==> config.mk <==
export PLATFORM = sky130hd
export DESIGN_NAME = fetch_unit
export DESIGN_NICKNAME = d
export VERILOG_FILES = /design/src/rtl/fetch_pkg.sv /design/src/rtl/fetch_fifo.sv /design/src/rtl/fetch_unit.sv
export SDC_FILE = /design/constraint.sdc
export NUM_CORES = 1
export LEC_CHECK = 0
export CORE_MARGIN = 10
export CORE_UTILIZATION = 40
export CTS_CLUSTER_SIZE = 8
export DETAILED_ROUTE_END_ITERATION = 16
export PLACE_DENSITY = 0.71
export SYNTH_ARGS = -nofsm -noshare
export SYNTH_HDL_FRONTEND = slang
export SYNTH_SLANG_ARGS = --single-unit
==> constraint.sdc <==
create_clock -name clock -period 2.31 [get_ports clock]
set_input_delay 0.462 -clock clock [delete_from_list [all_inputs] [get_ports clock]]
set_output_delay 0.462 -clock clock [all_outputs]
set_load 0.05 [all_outputs]
==> src/rtl/fetch_pkg.sv <==
// Shared types and constants for the instruction fetch unit.
package fetch_pkg;

    localparam int W = 8;                        // instruction and address width
    localparam logic [W-1:0] RESET_PC_DEF = 8'h00;

    typedef enum logic [1:0] {
        IDLE  = 2'd0,
        FETCH = 2'd1,
        FLUSH = 2'd2
    } state_t;

    // One buffered instruction together with the address it came from.
    typedef struct packed {
        logic [W-1:0] pc;
        logic [W-1:0] instr;
    } entry_t;

endpackage

==> src/rtl/fetch_fifo.sv <==
// Two-entry instruction buffer. Entry e0 is always the head.
// A push and pop in the same cycle on an empty buffer is a pass-through:
// the arriving word is consumed directly and nothing is stored.
module fetch_fifo
    import fetch_pkg::*;
(
    input  logic       clock,
    input  logic       reset,
    input  logic       push,
    input  entry_t     din,
    input  logic       pop,
    input  logic       flush,
    output entry_t     head,
    output logic [1:0] count
);

    entry_t e0, e1;

    // Storage and occupancy update; flush wins over push/pop.
    always_ff @(posedge clock or negedge reset) begin
        if (!reset) begin
            count <= 2'd0;
            e0    <= '0;
            e1    <= '0;
        end else if (flush) begin
            count <= 2'd0;
        end else begin
            unique case ({push, pop})
                2'b10: begin
                    if (count == 2'd0) e0 <= din;
                    else               e1 <= din;
                    count <= count + 2'd1;
                end
                2'b01: begin
                    e0    <= e1;
                    count <= count - 2'd1;
                end
                2'b11: begin
                    if (count == 2'd2) begin
                        e0 <= e1;
                        e1 <= din;
                    end else if (count == 2'd1) begin
                        e0 <= din;
                    end
                end
                default: ;
            endcase
        end
    end

    assign head = (count != 2'd0) ? e0 : '0;

endmodule

==> src/rtl/fetch_unit.sv <==
// Instruction fetch unit: issues single-byte reads, buffers up to two
// responses and hands them to the controller. The response arriving this
// cycle is visible on IR immediately when the buffer is empty.
module fetch_unit
    import fetch_pkg::*;
#(
    parameter logic [W-1:0] RESET_PC = RESET_PC_DEF,
    parameter int           DEPTH    = 2
) (
    input  logic         clock,
    input  logic         reset,
    output logic [W-1:0] MemAddr,
    output logic         MemRead,
    input  logic [W-1:0] MemData,
    output logic [W-1:0] IR,
    output logic         IRvalid,
    input  logic         IRready,
    output logic [W-1:0] PCout,
    input  logic         Redirect,
    input  logic [W-1:0] RedirectPC,
    input  logic         Halt,
    output logic         IncCount
);

    state_t       state, state_nx;
    logic [W-1:0] pc, infl_pc;
    logic         infl;
    logic         resp_ok, handoff, space;
    logic [1:0]   count;
    entry_t       head, resp, ir_ent;

    fetch_fifo u_fifo (
        .clock (clock),
        .reset (reset),
        .push  (resp_ok),
        .din   (resp),
        .pop   (handoff),
        .flush (Redirect),
        .head  (head),
        .count (count)
    );

    // Next state, handoff, read issue and output muxing.
    always_comb begin
        state_nx = state;
        resp     = '{pc: infl_pc, instr: MemData};
        // A response is kept only if nobody is flushing the pipe this cycle.
        resp_ok  = infl && (state == FETCH) && !Redirect;
        IRvalid  = (count != 2'd0) || resp_ok;
        ir_ent   = (count != 2'd0) ? head : (resp_ok ? resp : '0);
        handoff  = IRvalid && IRready && !Redirect;
        // Free space counts the entry popping this cycle.
        space    = ({1'b0, count} + {2'b0, infl}) < (3'(DEPTH) + {2'b0, handoff});
        MemRead  = (state == FETCH) && !Halt && space;
        MemAddr  = MemRead ? pc : '0;
        IR       = ir_ent.instr;
        PCout    = ir_ent.pc;
        IncCount = handoff;
        unique case (state)
            IDLE:    state_nx = FETCH;
            FETCH:   state_nx = FETCH;
            FLUSH:   state_nx = FETCH;
            default: state_nx = IDLE;
        endcase
        if (Redirect) state_nx = FLUSH;
    end

    // State register.
    always_ff @(posedge clock or negedge reset) begin
        if (!reset) state <= IDLE;
        else        state <= state_nx;
    end

    // PC and the single outstanding-read tracker.
    always_ff @(posedge clock or negedge reset) begin
        if (!reset) begin
            pc      <= RESET_PC;
            infl    <= 1'b0;
            infl_pc <= '0;
        end else begin
            infl    <= MemRead;
            infl_pc <= pc;
            if (Redirect)     pc <= RedirectPC;
            else if (MemRead) pc <= pc + 8'd1;
        end
    end

endmodule

## Yosys cells after proc, flatten, opt, wreduce, memory -nomap -nowiden

Cells that the tools add are included.

- Bits in registers: 53

- Add/sub/neg operators: 5
- Reductions and logical operators: 19
- Muxes and demuxes: 16
- Eq/ne operators: 11
- Bitwise gates (word level): 1
- $lt $le $gt $ge: 1

Operator list:

| kind | count |
|---|---|
| $mux W16 | 7 |
| $pmux W16 S3 | 1 |
| $pmux W16 S2 | 1 |
| $mux W8 | 3 |
| $add A8 B1 Y8 const B | 1 |
| $eq A2 B2 Y1 const B | 4 |
| $reduce_and A4 Y1 | 2 |
| $eq A2 B1 Y1 const B | 3 |
| $logic_and A1 B1 Y1 | 6 |
| $reduce_bool A2 Y1 | 3 |
| $reduce_bool A3 Y1 | 2 |
| $logic_not A2 Y1 | 2 |
| $mux W2 | 2 |
| $ne A2 B1 Y1 const B | 2 |
| $pmux W2 S2 | 1 |
| $add A2 B1 Y3 | 1 |
| $add A2 B1 Y3 const A | 1 |
| $lt A3 B3 Y1 | 1 |
| $ne A3 B1 Y1 const B | 1 |
| $reduce_or A3 Y1 | 1 |
| $add A2 B1 Y2 const B | 1 |
| $logic_not A1 Y1 | 2 |
| $ne A2 B2 Y1 const B | 1 |
| $sub A2 B1 Y2 const B | 1 |
| 3 further kinds | 3 |

## Longest topological paths before layout

Gate-level depths: netlist (run 1).

- Depth in word-level cells: 11
- Depth in mapped cells: 7
- Mapped depth without buffers: 6

## Hierarchy

From an unflattened synthesis (run 1), not the netlist that was laid out.

- Cell total of the unflattened synthesis: 269
- Area, all modules: 2,887.8 µm²

Modules (own cells, without submodules):

| module | times used | cells an instance | area each (µm²) | seq. area each (µm²) |
|---|---|---|---|---|
| fetch_fifo | 1 | 124 | 1,735.4 | 850.8 |
| fetch_unit | 1 | 145 | 1,152.4 | 475.5 |

## Worst setup path after synthesis (run 1)

Ideal clock, no wire load.

- Path kind: register -> output
- From: register u_fifo.count[0]
- To: output MemRead
- Stages on the path, launching flop included: 7
- Setup slack: -0.416 ns
- Data required time: 1.848 ns
- Arrival time: 2.264 ns
- Cells stage by stage: dfrtp_1 inv_1 ha_1 or4b_1 o211a_2 buf_2 nor2_1

- Cells in the longest elaborated chain, start to end: 7
- Elaborated cells between the ends (all ways): 8
- Classes of those cells: add/sub: 2; order compare: 1; reduce/logical: 5

Ends and longest elaborated chain:

| item | line | source |
|---|---|---|
| from (decl) | fetch_fifo.sv:14 | `output logic [1:0] count` |
| from (signal assigned) | fetch_fifo.sv:32 | `count <= count + 2'd1;` |
| from (signal assigned) | fetch_fifo.sv:36 | `count <= count - 2'd1;` |
| $reduce_bool A2 Y1 | fetch_unit.sv:49 | `IRvalid = (count != 2'd0) \|\| resp_ok;` |
| $logic_or A1 B1 Y1 | fetch_unit.sv:49 |  |
| $logic_and A1 B1 Y1 (2 in series) | fetch_unit.sv:51 | `handoff = IRvalid && IRready && !Redirect;` |
| $add A2 B1 Y3 | fetch_unit.sv:53 | `space = ({1'b0, count} + {2'b0, infl}) < (3'(DEPTH) + {2'b0, handoff});` |
| $lt A3 B3 Y1 * | fetch_unit.sv:53 |  |
| $logic_and A1 B1 Y1 * | fetch_unit.sv:54 | `MemRead = (state == FETCH) && !Halt && space;` |
| to (decl) | fetch_unit.sv:13 | `output logic MemRead,` |

Every way passes the cells marked *; elsewhere a longest branch is shown, timed or not.

## Worst setup path after layout (run 1)

- From: register u_fifo.count[0]
- To: output MemAddr[6]

- Cells in the longest elaborated chain, start to end: 8
- Elaborated cells between the ends (all ways): 9
- Classes of those cells: add/sub: 2; order compare: 1; mux: 1; reduce/logical: 5

Ends and longest elaborated chain:

| item | line | source |
|---|---|---|
| $reduce_bool A2 Y1 | fetch_unit.sv:49 |  |
| $logic_or A1 B1 Y1 | fetch_unit.sv:49 |  |
| $logic_and A1 B1 Y1 (2 in series) | fetch_unit.sv:51 |  |
| $add A2 B1 Y3 | fetch_unit.sv:53 |  |
| $lt A3 B3 Y1 * | fetch_unit.sv:53 |  |
| $logic_and A1 B1 Y1 * | fetch_unit.sv:54 |  |
| $mux W8 * | fetch_unit.sv:55 | `MemAddr = MemRead ? pc : '0;` |
| to (decl) | fetch_unit.sv:12 | `output logic [W-1:0] MemAddr,` |

Marked as above.

==> flow_summary.ini, run 1 <==
[outcome]
status = complete, but fails checks
failed_checks = setup timing

[pwr]
internal_power_uw = 1780
powerDensity_nw_per_um2 = 635.6
peakVddDrop_v = 0.0002401
comb_power_share_pct = 28.4
p_sw_share_pct = 30.49
p_seq_share_pct = 46.2
switching_power_uw = 780.6
p_leak_uw = 0.001727
p_clk_share_pct = 25.4

[cells_and_area]
diodes = 0
final_cells = 398
area_growth_pct = 49.58
num-nets-final = 347
drive_above_1_share_pct = 38.63

[clock_tree]
cts_tree = built
path_clk_slew_ns = 0.09
cts_buffer_depth = 2
cts_buffers = 5
root_buffer = clkbuf_8
h-tree-depth = 2
clock_latency_ns = 0.30
clock_sinks = 53

[global_route]
grt_overflow = 0
grt_pass1_wl_um = 10780
grt_pass1_vias = 2221
grt_max_degree = 54
grt_usage_pct = 12.73
antenna_found_initial = 0

[worst_setup_path]
endpoint_kind = output pin
timing.rr.start = u_fifo.count[0]
cp_data_arrival_time_ns = 2.14
crit_path_start = u_fifo.count[0]
endpoint = MemAddr[6]
cp_data_required_time_ns = 1.85
crit_fanout = 4
reg2reg_slack_ns = -0.03
rr_worst_depth = 9
timing.rr.end = pc[6]
critPathKind = flop to output pin
cp-start-kind = flop

[yosys]
synthCells = 246
synth.distinct_cells = 35
synth_area_um2 = 2693
ys_seq_elements = 53
syn-num-nets = 273
synth_seq_area_share_pct = 49.26
synth_edf_count = 0
synth.most_common_cell = dfrtp_1
yosys_warnings = 0
synth_top_cell_by_area = dfrtp_1
avgSynthCellArea_um2 = 10.95
ys_top_cells_by_area = dfrtp_1, mux2i_1, mux2_2
ys.flop_type = dfrtp_1
synth_top_area_share_pct = 49.26
synthArstFlopShare_pct = 100.0
synthTopCellsByCount = dfrtp_1, mux2i_1, o21ai_0, nand2_1, inv_1

[sta]
slew_headroom_pct = 54.53
setup_tns_ns = -2.413
tightest_slew_ns = 0.6820
rsz0062_at_grt = yes
max_freq_mhz = 384.7
drv_slew = 0
post-route-period-util_pct = 112.5
hold_ws_ns = 0.2657
finalCriticalPeriod_ns = 2.599
finalHoldViolations = 0
layout_setup_ws_ns = -0.2894
setup_viol = 11
clock_skew_ns = 0.003803

[floorplan]
io_pins = 48
rows = 29
die_area_um2 = 10410
design.core.area_um2 = 6459
initial_core_util_pct = 41.69
die_h_um = 102.0
die_width_um = 102.0

[routing]
drc = 0
wl_per_cell_um = 16.21
via_per_inst = 5.354
wl_um = 6451
drt_iter0_markers = 61
vias = 2131
ant_nets = 0
dr.pass1.iters = 6

[placed_design]
routabilityCongestion = 0.8129
hpwl_um = 4398
placed_cells = 383
io_buffers = 47

[hold_path]
hp-class = input port to async pin

[flow_run]
drv_cap = 0
## metal layers
| metal | share of wire [%] | vias up | track usage [%] |
|---|---|---|---|
| li1 | - | 1018 | - |
| met1 | 44 | 1053 | 15.59 |
| met2 | 47 | 57 | 20.10 |
| met3 | 8.4 | 3 | 5.803 |
| met4 | 0.42 | 0 | 2.928 |
| met5 | 0 | - | 0 |
## sequential cells by signal, summed over array words and instances, names as in the netlist
register and cells:
state 2, u_fifo.e0 16, u_fifo.e1 16, u_fifo.count 2, infl 1, pc 8
infl_pc 8
## cells in the final DEF, fill, tap and decap left out, types with 4 or more instances in the layout
cell type        netlist  routed
nand2_1               21      21
o21ai_0               24       7
mux2_2                16      16
nor2_1                10       9
dfrtp_1               53      53
buf_12                 0      29
mux2i_1               32      32
buf_6                  2       4
nand3_1                4       4
a31oi_1                6       6
o21ai_2                0      15
buf_4                  0      25
clkbuf_8               0       6
inv_1                 19      18
and3_4                 0       9
clkdlybuf4s50_1        0      18
## area by class of cell
class                           instances  area (um2)
Multi-Input combinational cell        162        1401
Clock inverter                          2       37.54
Inverter                               19       71.32
Clock buffer                            6       82.58
Timing Repair Buffer                   79        1012
Fill cell                             507        2431
Sequential cell                        53        1326
Tap cell                               77       96.34
## per-stage QoR
step	total power (uW)	instance area [um2]	utilization (%)	setup slack, ns
after floorplan	1571	2721	-	-0.1856
after global placement	1849	3704	57.34	-0.2243
after detailed placement	1871	3704	57.34	-0.2505
after CTS	2555	3955	61.24	-0.2837
after global routing	2708	4028	62.36	-0.3775
final	2560	4028	62.36	-0.2894
## worst min-delay path by stage
stage / start / end / slack [ns]
3_5_place_dp: pc[7] / infl_pc[7] / 0.44
3_3_place_gp: pc[7] / infl_pc[7] / 0.44
5_1_grt: reset / u_fifo.count[1] / 0.31
6_report: reset / u_fifo.count[0] / 0.27
2_1_floorplan: reset / infl / 0.17
4_1_cts: reset / u_fifo.e1[3] / 0.29
## logic make-up after synthesis
family	synth area share, %
AOI/OAI and AO/OA	10.87
xor gates and xnor gates	0.6507
adders and majority gates	2.788
buffers and inverters	4.972
DFF	49.26
muxes	18.59
and+or+nand+nor	12.87
## power groups by stage
| stage | combinational [uW] | sequential (uW) | clock [uW] |
|---|---|---|---|
| final | 727 | 1180 | 649 |
| after global routing | 795 | 1210 | 707 |
| after CTS | 702 | 1180 | 670 |
| after detailed placement | 674 | 1200 | 0 |
| after global placement | 656 | 1190 | 0 |
| after floorplan | 395 | 1180 | 0 |
## worst max-delay path, cell delays in order, from the launching register on
cell,delay (ns)
dfrtp_1,0.43
inv_2,0.07
ha_4,0.17
or4b_4,0.51
o211ai_1,0.12
buf_2,0.19
and3_4,0.21
buf_12,0.13
## repair_timing
item / 4_1_cts / 5_1_grt
pin swaps: 5 / 7
gates cloned: 1 / 0
setup endpoints to repair: 26 / 26
gates resized for setup: 30 / 17
hold buffers: 0 / 0
setup buffers: 5 / 1
Note: power is estimated with default switching activity, not from simulation.
==> inputs of run 2 (changes only) <==
--- a/config.mk
+++ b/config.mk
@@ -5,6 +5,7 @@
 export SDC_FILE = /design/constraint.sdc
 export NUM_CORES = 1
 export LEC_CHECK = 0
+export CORE_ASPECT_RATIO = 2
 export CORE_MARGIN = 10
 export CORE_UTILIZATION = 40
 export CTS_CLUSTER_SIZE = 8
==> run 2 against run 1 <==
The flow still finishes with violations (setup timing). Core utilization down 0.21 points. Sequential cell count did not move. Combinational power up 3.4%. Final area increased by 1.4%. Sequential power about the same. Die area grew 1.9%. Via count increased by 1.4%. Maximum frequency fell by 2.8%. Clock skew is essentially flat. Clock power rose by 12%. Non-clock buffer count increased by 1. Critical path type unchanged. Critical endpoint unchanged. Highest routed layer unchanged.
==> flow_summary.ini, run 2 (synthesis results as in run 1) <==
[worst_setup_path]
cp_data_required_time_ns = 1.85
endpoint_kind = output pin
crit_fanout = 5
timing.rr.start = u_fifo.count[0]
rr_worst_depth = 5
timing.rr.end = pc[5]
reg2reg_slack_ns = 0.11
cp-start-kind = flop
cp_data_arrival_time_ns = 2.21
critPathKind = flop to output pin

[cells_and_area]
top_regs = u_fifo.e0: 16 flops, u_fifo.e1: 16 flops
area_growth_pct = 51.63
num-nets-final = 348
diodes = 0
drive_above_1_share_pct = 37.58
layout_common_cells = dfrtp_1, mux2i_1, buf_12, buf_4, nand2_1
mostFrequentLayoutCell = dfrtp_1
final_util_pct = 62.15
final_cells = 410
fillers = 491

[clock_tree]
clock_sinks = 53
cts_buffer_depth = 2
root_buffer = clkbuf_16
path_clk_slew_ns = 0.07
cts_buffers = 5
h-tree-depth = 2
clock_latency_ns = 0.29
cts_tree = built

[sta]
layout_setup_ws_ns = -0.3632
slew_headroom_pct = 71.37
finalCriticalPeriod_ns = 2.673
clock_skew_ns = 0.003646
setup_tns_ns = -3.005
drv_slew = 0
tightest_slew_ns = 0.4295
max_freq_mhz = 374.1
post-route-period-util_pct = 115.7
setup_viol = 9
rsz0062_at_grt = yes
finalHoldViolations = 0

[global_route]
grt_pass1_vias = 2269
grt_max_degree = 24
grt_usage_pct = 12.74
grt_overflow = 0
grt_pass1_wl_um = 11000
antenna_found_initial = 0

[pwr]
p_leak_uw = 0.001777
powerDensity_nw_per_um2 = 652.9
peakVddDrop_v = 0.0003063

[floorplan]
die_h_um = 136.0
io_pins = 48
die_area_um2 = 10610
initial_core_util_pct = 40.99
die_width_um = 78.02
design.core.area_um2 = 6569
rows = 42

[placed_design]
routabilityCongestion = 0.7773
hpwl_um = 4696
io_buffers = 47
place_ws_ns = -0.2833
placed_cells = 391

[routing]
ant_nets = 0
drt_iter0_markers = 113
dr.pass1.iters = 4
via_per_inst = 5.271
drc = 0
vias = 2161
wl_um = 6806
wl_per_cell_um = 16.60

[outcome]
failed_checks = setup timing
status = complete, but fails checks

[flow_run]
drv_cap = 0

[hold_path]
hp-class = input port to async pin
-- run 2: changes by cell type in the layout (fill, tap and decap cells not counted), moves of 2 or more --
cell       previous run  this run
ha_1                  3         5
clkbuf_16             0         7
clkbuf_8              6         0
ha_4                  3         1
-- run 2: how the worst max path moves through the flow --
stage	startpoint	slack, ns	to
after floorplan	u_fifo.count[0]	-0.19	IR[0]
after CTS	u_fifo.count[0]	-0.33	MemAddr[0]
after global routing	u_fifo.count[0]	-0.46	MemAddr[6]
after global placement	Redirect	-0.27	MemAddr[4]
after detailed placement	Redirect	-0.28	MemAddr[3]
final	u_fifo.count[0]	-0.36	MemAddr[6]
-- run 2: area by class of cell --
cell class | count | area, um2 | area share (%)
Sequential cell | 53 | 1326 | 32.49
Clock buffer | 6 | 128.9 | 3.157
Tap cell | 88 | 110.1 | 2.697
Clock inverter | 2 | 13.76 | 0.3371
Inverter | 19 | 71.32 | 1.747
Multi-Input combinational cell | 162 | 1363 | 33.37
Timing Repair Buffer | 80 | 1070 | 26.20
-- run 2: power by group --
| part | switching [uW] | leakage (uW) | internal [uW] |
|---|---|---|---|
| clock network | 324 | 0.0000712 | 404 |
| registers | 79.1 | 0.000652 | 1110 |
| logic | 417 | 0.00105 | 335 |
| total | 820 | 0.00178 | 1850 |
-- run 2: what timing repair did --
item | 4_1_cts | 5_1_grt
gates resized for setup | 32 | 12
pin swaps | 1 | 3
endpoints found under the setup margin | 25 | 26
hold buffers | 0 | 0
gates cloned | 1 | 2
buffers inserted | 3 | 5
-- run 2: per-stage QoR --
| step | instance area [um2] | hold slack (ns) | power (uW) |
|---|---|---|---|
| after floorplan | 2721 | 0.1664 | 1571 |
| after global placement | 3695 | 0.4225 | 1849 |
| after detailed placement | 3695 | 0.4224 | 1878 |
| after CTS | 3966 | 0.1215 | 2657 |
| after global routing | 4083 | 0.1343 | 2802 |
| final | 4083 | 0.1041 | 2666 |
-- run 2: critical path: stages (launching register included) --
cell,delay [ns]
dfrtp_1,0.42
ha_1,0.30
or4b_4,0.49
o211ai_1,0.10
buf_4,0.16
buf_6,0.12
and3_4,0.19
buf_12,0.13
-- run 2: layer usage --
layer / vias up / GRT usage (%) / share of wire [%]
met5: - / 0 / 0
li1: 1027 / - / -
met1: 1072 / 13.17 / 38
met4: 0 / 6.112 / 3.1
met2: 48 / 23.54 / 55
met3: 14 / 2.712 / 3.3
==> inputs of run 3 (changes only) <==
--- a/config.mk
+++ b/config.mk
@@ -13,4 +13,5 @@
 export PLACE_DENSITY = 0.71
 export SYNTH_ARGS = -nofsm -noshare
 export SYNTH_HDL_FRONTEND = slang
+export SYNTH_HIERARCHICAL = 1
 export SYNTH_SLANG_ARGS = --single-unit
==> run 3 against run 2 <==
The run still ends with setup timing left. Clock power rose by 2%. Final area rose by 12%. Die area rose by 5.8%. Global-route usage rose by 1.8 points. Worst hold slack got worse by 0.041 ns. Setup slack improved by 0.070 ns. Core utilization rose by 3.1 points. Critical endpoint is now MemAddr[2]. Highest routed layer unchanged.
==> flow_summary.ini, run 3 <==
[outcome]
status = complete, but fails checks
failed_checks = setup timing

[yosys]
synth_compound_area_share_pct = 6.759
synth_top_cell_by_area = dfrtp_1
synth.distinct_cells = 49
yosys.area_share.simple_pct = 18.28
ys_top_cells_by_area = dfrtp_1, mux2_2, mux2_4
synthTopCellsByCount = dfrtp_1, mux2_2, nand2_1, nor2b_1, nand3_1
synth_top_family_by_area = multiplexers
synth_edf_count = 0
synthCells = 269
synth_seq_area_share_pct = 45.93
synth_mux_area_share_pct = 20.71
synthArstFlopShare_pct = 100.0
synth_area_um2 = 2888
ys.flop_type = dfrtp_1
avgSynthCellArea_um2 = 10.74
yosys_warnings = 6
synth.most_common_cell = dfrtp_1
synthAdderAreaFrac_pct = 2.600
synth_top_area_share_pct = 45.93
syn-num-nets = 296
ys_seq_elements = 53
synth-xor-area-share_pct = 0.9099

[hold_path]
hp-class = input port to async pin

[sta]
finalCriticalPeriod_ns = 2.604
drv_slew = 0
setup_tns_ns = -7.282
tightest_slew_ns = 0.4219
post-route-period-util_pct = 112.7
clock_skew_ns = 0.004045
rsz0062_at_grt = yes
setup_viol = 53
finalHoldViolations = 0
layout_setup_ws_ns = -0.2935
hold_ws_ns = 0.06287
slew_headroom_pct = 71.87
max_freq_mhz = 384.1

[global_route]
grt_pass1_wl_um = 13070
antenna_found_initial = 0
grt_usage_pct = 14.50
grt_overflow = 0
grt_pass1_vias = 2559
grt_max_degree = 22

[floorplan]
initial_core_util_pct = 41.29
die_area_um2 = 11220
die_width_um = 80.08
design.core.area_um2 = 6994
die_h_um = 140.2
rows = 43
io_pins = 48

[worst_setup_path]
cp-start-kind = flop
critPathKind = flop to output pin
crit_fanout = 5
cp_data_arrival_time_ns = 2.14
cp_data_required_time_ns = 1.85
endpoint_kind = output pin

[pwr]
p_sw_share_pct = 26.56
peakVddDrop_v = 0.0004352
switching_power_uw = 648.7
comb_power_share_pct = 22.4
total_power_uw = 2442
p_clk_share_pct = 30.5
p_leak_uw = 0.002019
internal_power_uw = 1793
powerDensity_nw_per_um2 = 535.0
p_seq_share_pct = 47.2

[placed_design]
io_buffers = 47
routabilityCongestion = 0.8390
hpwl_um = 5141
place_ws_ns = -0.3925
place_area_um2 = 3923

[cells_and_area]
top_regs = u_fifo/e0: 16 flops, u_fifo/e1: 16 flops
fillers = 505
mostFrequentLayoutCell = dfrtp_1
regArea_um2 = 1328
area_growth_pct = 58.06
drive_above_1_share_pct = 52.14
layout_common_cells = dfrtp_1, buf_12, mux2_4, buf_4, nand2_1
num-nets-final = 377
diodes = 0
stdcell_area_um2 = 4564
multi_input_area_um2 = 1790

[clock_tree]
clock_latency_ns = 0.29
holdBufCountCts = 0
root_buffer = clkbuf_16
cts_tree = built
cts_buffer_depth = 2
h-tree-depth = 2
path_clk_slew_ns = 0.07
clock_sinks = 53
cts_buffers = 5

[routing]
wl_per_cell_um = 18.56
drc = 0
via_per_inst = 5.320
drt_iter0_markers = 140
ant_nets = 0
vias = 2346
wl_um = 8185
dr.pass1.iters = 4

[flow_run]
drv_cap = 0
[run 3: changes by cell type in the layout (fill, tap and decap cells not counted), moves of 4 or more]
cell	change
and3_4	-8
buf_6	+5
inv_1	-7
mux2_4	+31
mux2i_1	-30
nand2_2	+17
nand3_2	+15
nor2_4	+4
nor2b_1	+16
o21ai_0	-5
o21ai_2	-15
[run 3: cell families (layout without fill, tap and decap cells)]
family / after synthesis / after routing
DFF: 53 / 53
muxes: 50 / 50
xor gates and xnor gates: 3 / 3
buffers and inverters: 26 / 106
and+or+nand+nor: 105 / 106
AOI/OAI and AO/OA: 26 / 27
adders and majority gates: 6 / 6
[run 3: layer usage]
layer,up-vias,share of wire (%),GRT usage (%)
li1,1097,-,-
met1,1186,39,15.93
met2,51,55,25.58
met3,12,4.0,3.782
met4,0,1.9,5.037
met5,-,0,0
[run 3: power by group through the flow]
stage                     sequential, uW  combinational [uW]  clock (uW)
after floorplan                     1130                 282           0
after global placement              1150                 429           0
after detailed placement            1160                 442           0
final                               1150                 546         744
after CTS                           1150                 522         755
after global routing                1170                 585         802
[run 3: area by class of cell]
| class | instances | area share, % |
|---|---|---|
| Timing Repair Buffer | 85 | 24.92 |
| Inverter | 13 | 1.179 |
| Clock buffer | 6 | 2.823 |
| Sequential cell | 53 | 29.08 |
| Tap cell | 90 | 2.467 |
| Clock inverter | 2 | 0.3015 |
| Multi-Input combinational cell | 192 | 39.23 |
[run 3: what timing repair did]
item | 4_1_cts | 5_1_grt
resized for setup | 57 | 33
pin swaps | 9 | 6
gates cloned | 3 | 1
setup endpoints to repair | 52 | 57
setup buffers | 5 | 8
[run 3: critical path, cell delays in order (launching register included)]
cell and delay [ns]:
dfrtp_1 0.39, ha_2 0.20, ha_4 0.26, or3b_4 0.38
o221ai_4 0.21, inv_4 0.08, and2_4 0.18, buf_12 0.14
[run 3: path summary, 6_finish.rpt]
kind	startpoint	endpoint	slack, ns	cells past startpoint
max	infl	MemAddr[2]	-0.29	7
max in group asynchronous	reset	infl_pc[6]	1.65	2
min	reset	pc[7]	0.06	1
min in group clock	pc[3]	infl_pc[3]	0.43	0
min reg2reg	pc[3]	infl_pc[3]	0.43	0
max reg2reg	infl	u_fifo/e1[9]	-0.18	10
[run 3: through the flow]
| step | utilization [%] | instances |
|---|---|---|
| floorplan | - | 269 |
| global placement | 56.08 | 417 |
| detailed placement | 56.08 | 417 |
| CTS | 62.72 | 433 |
| global route | 65.26 | 441 |
| finish | 65.26 | 441 |
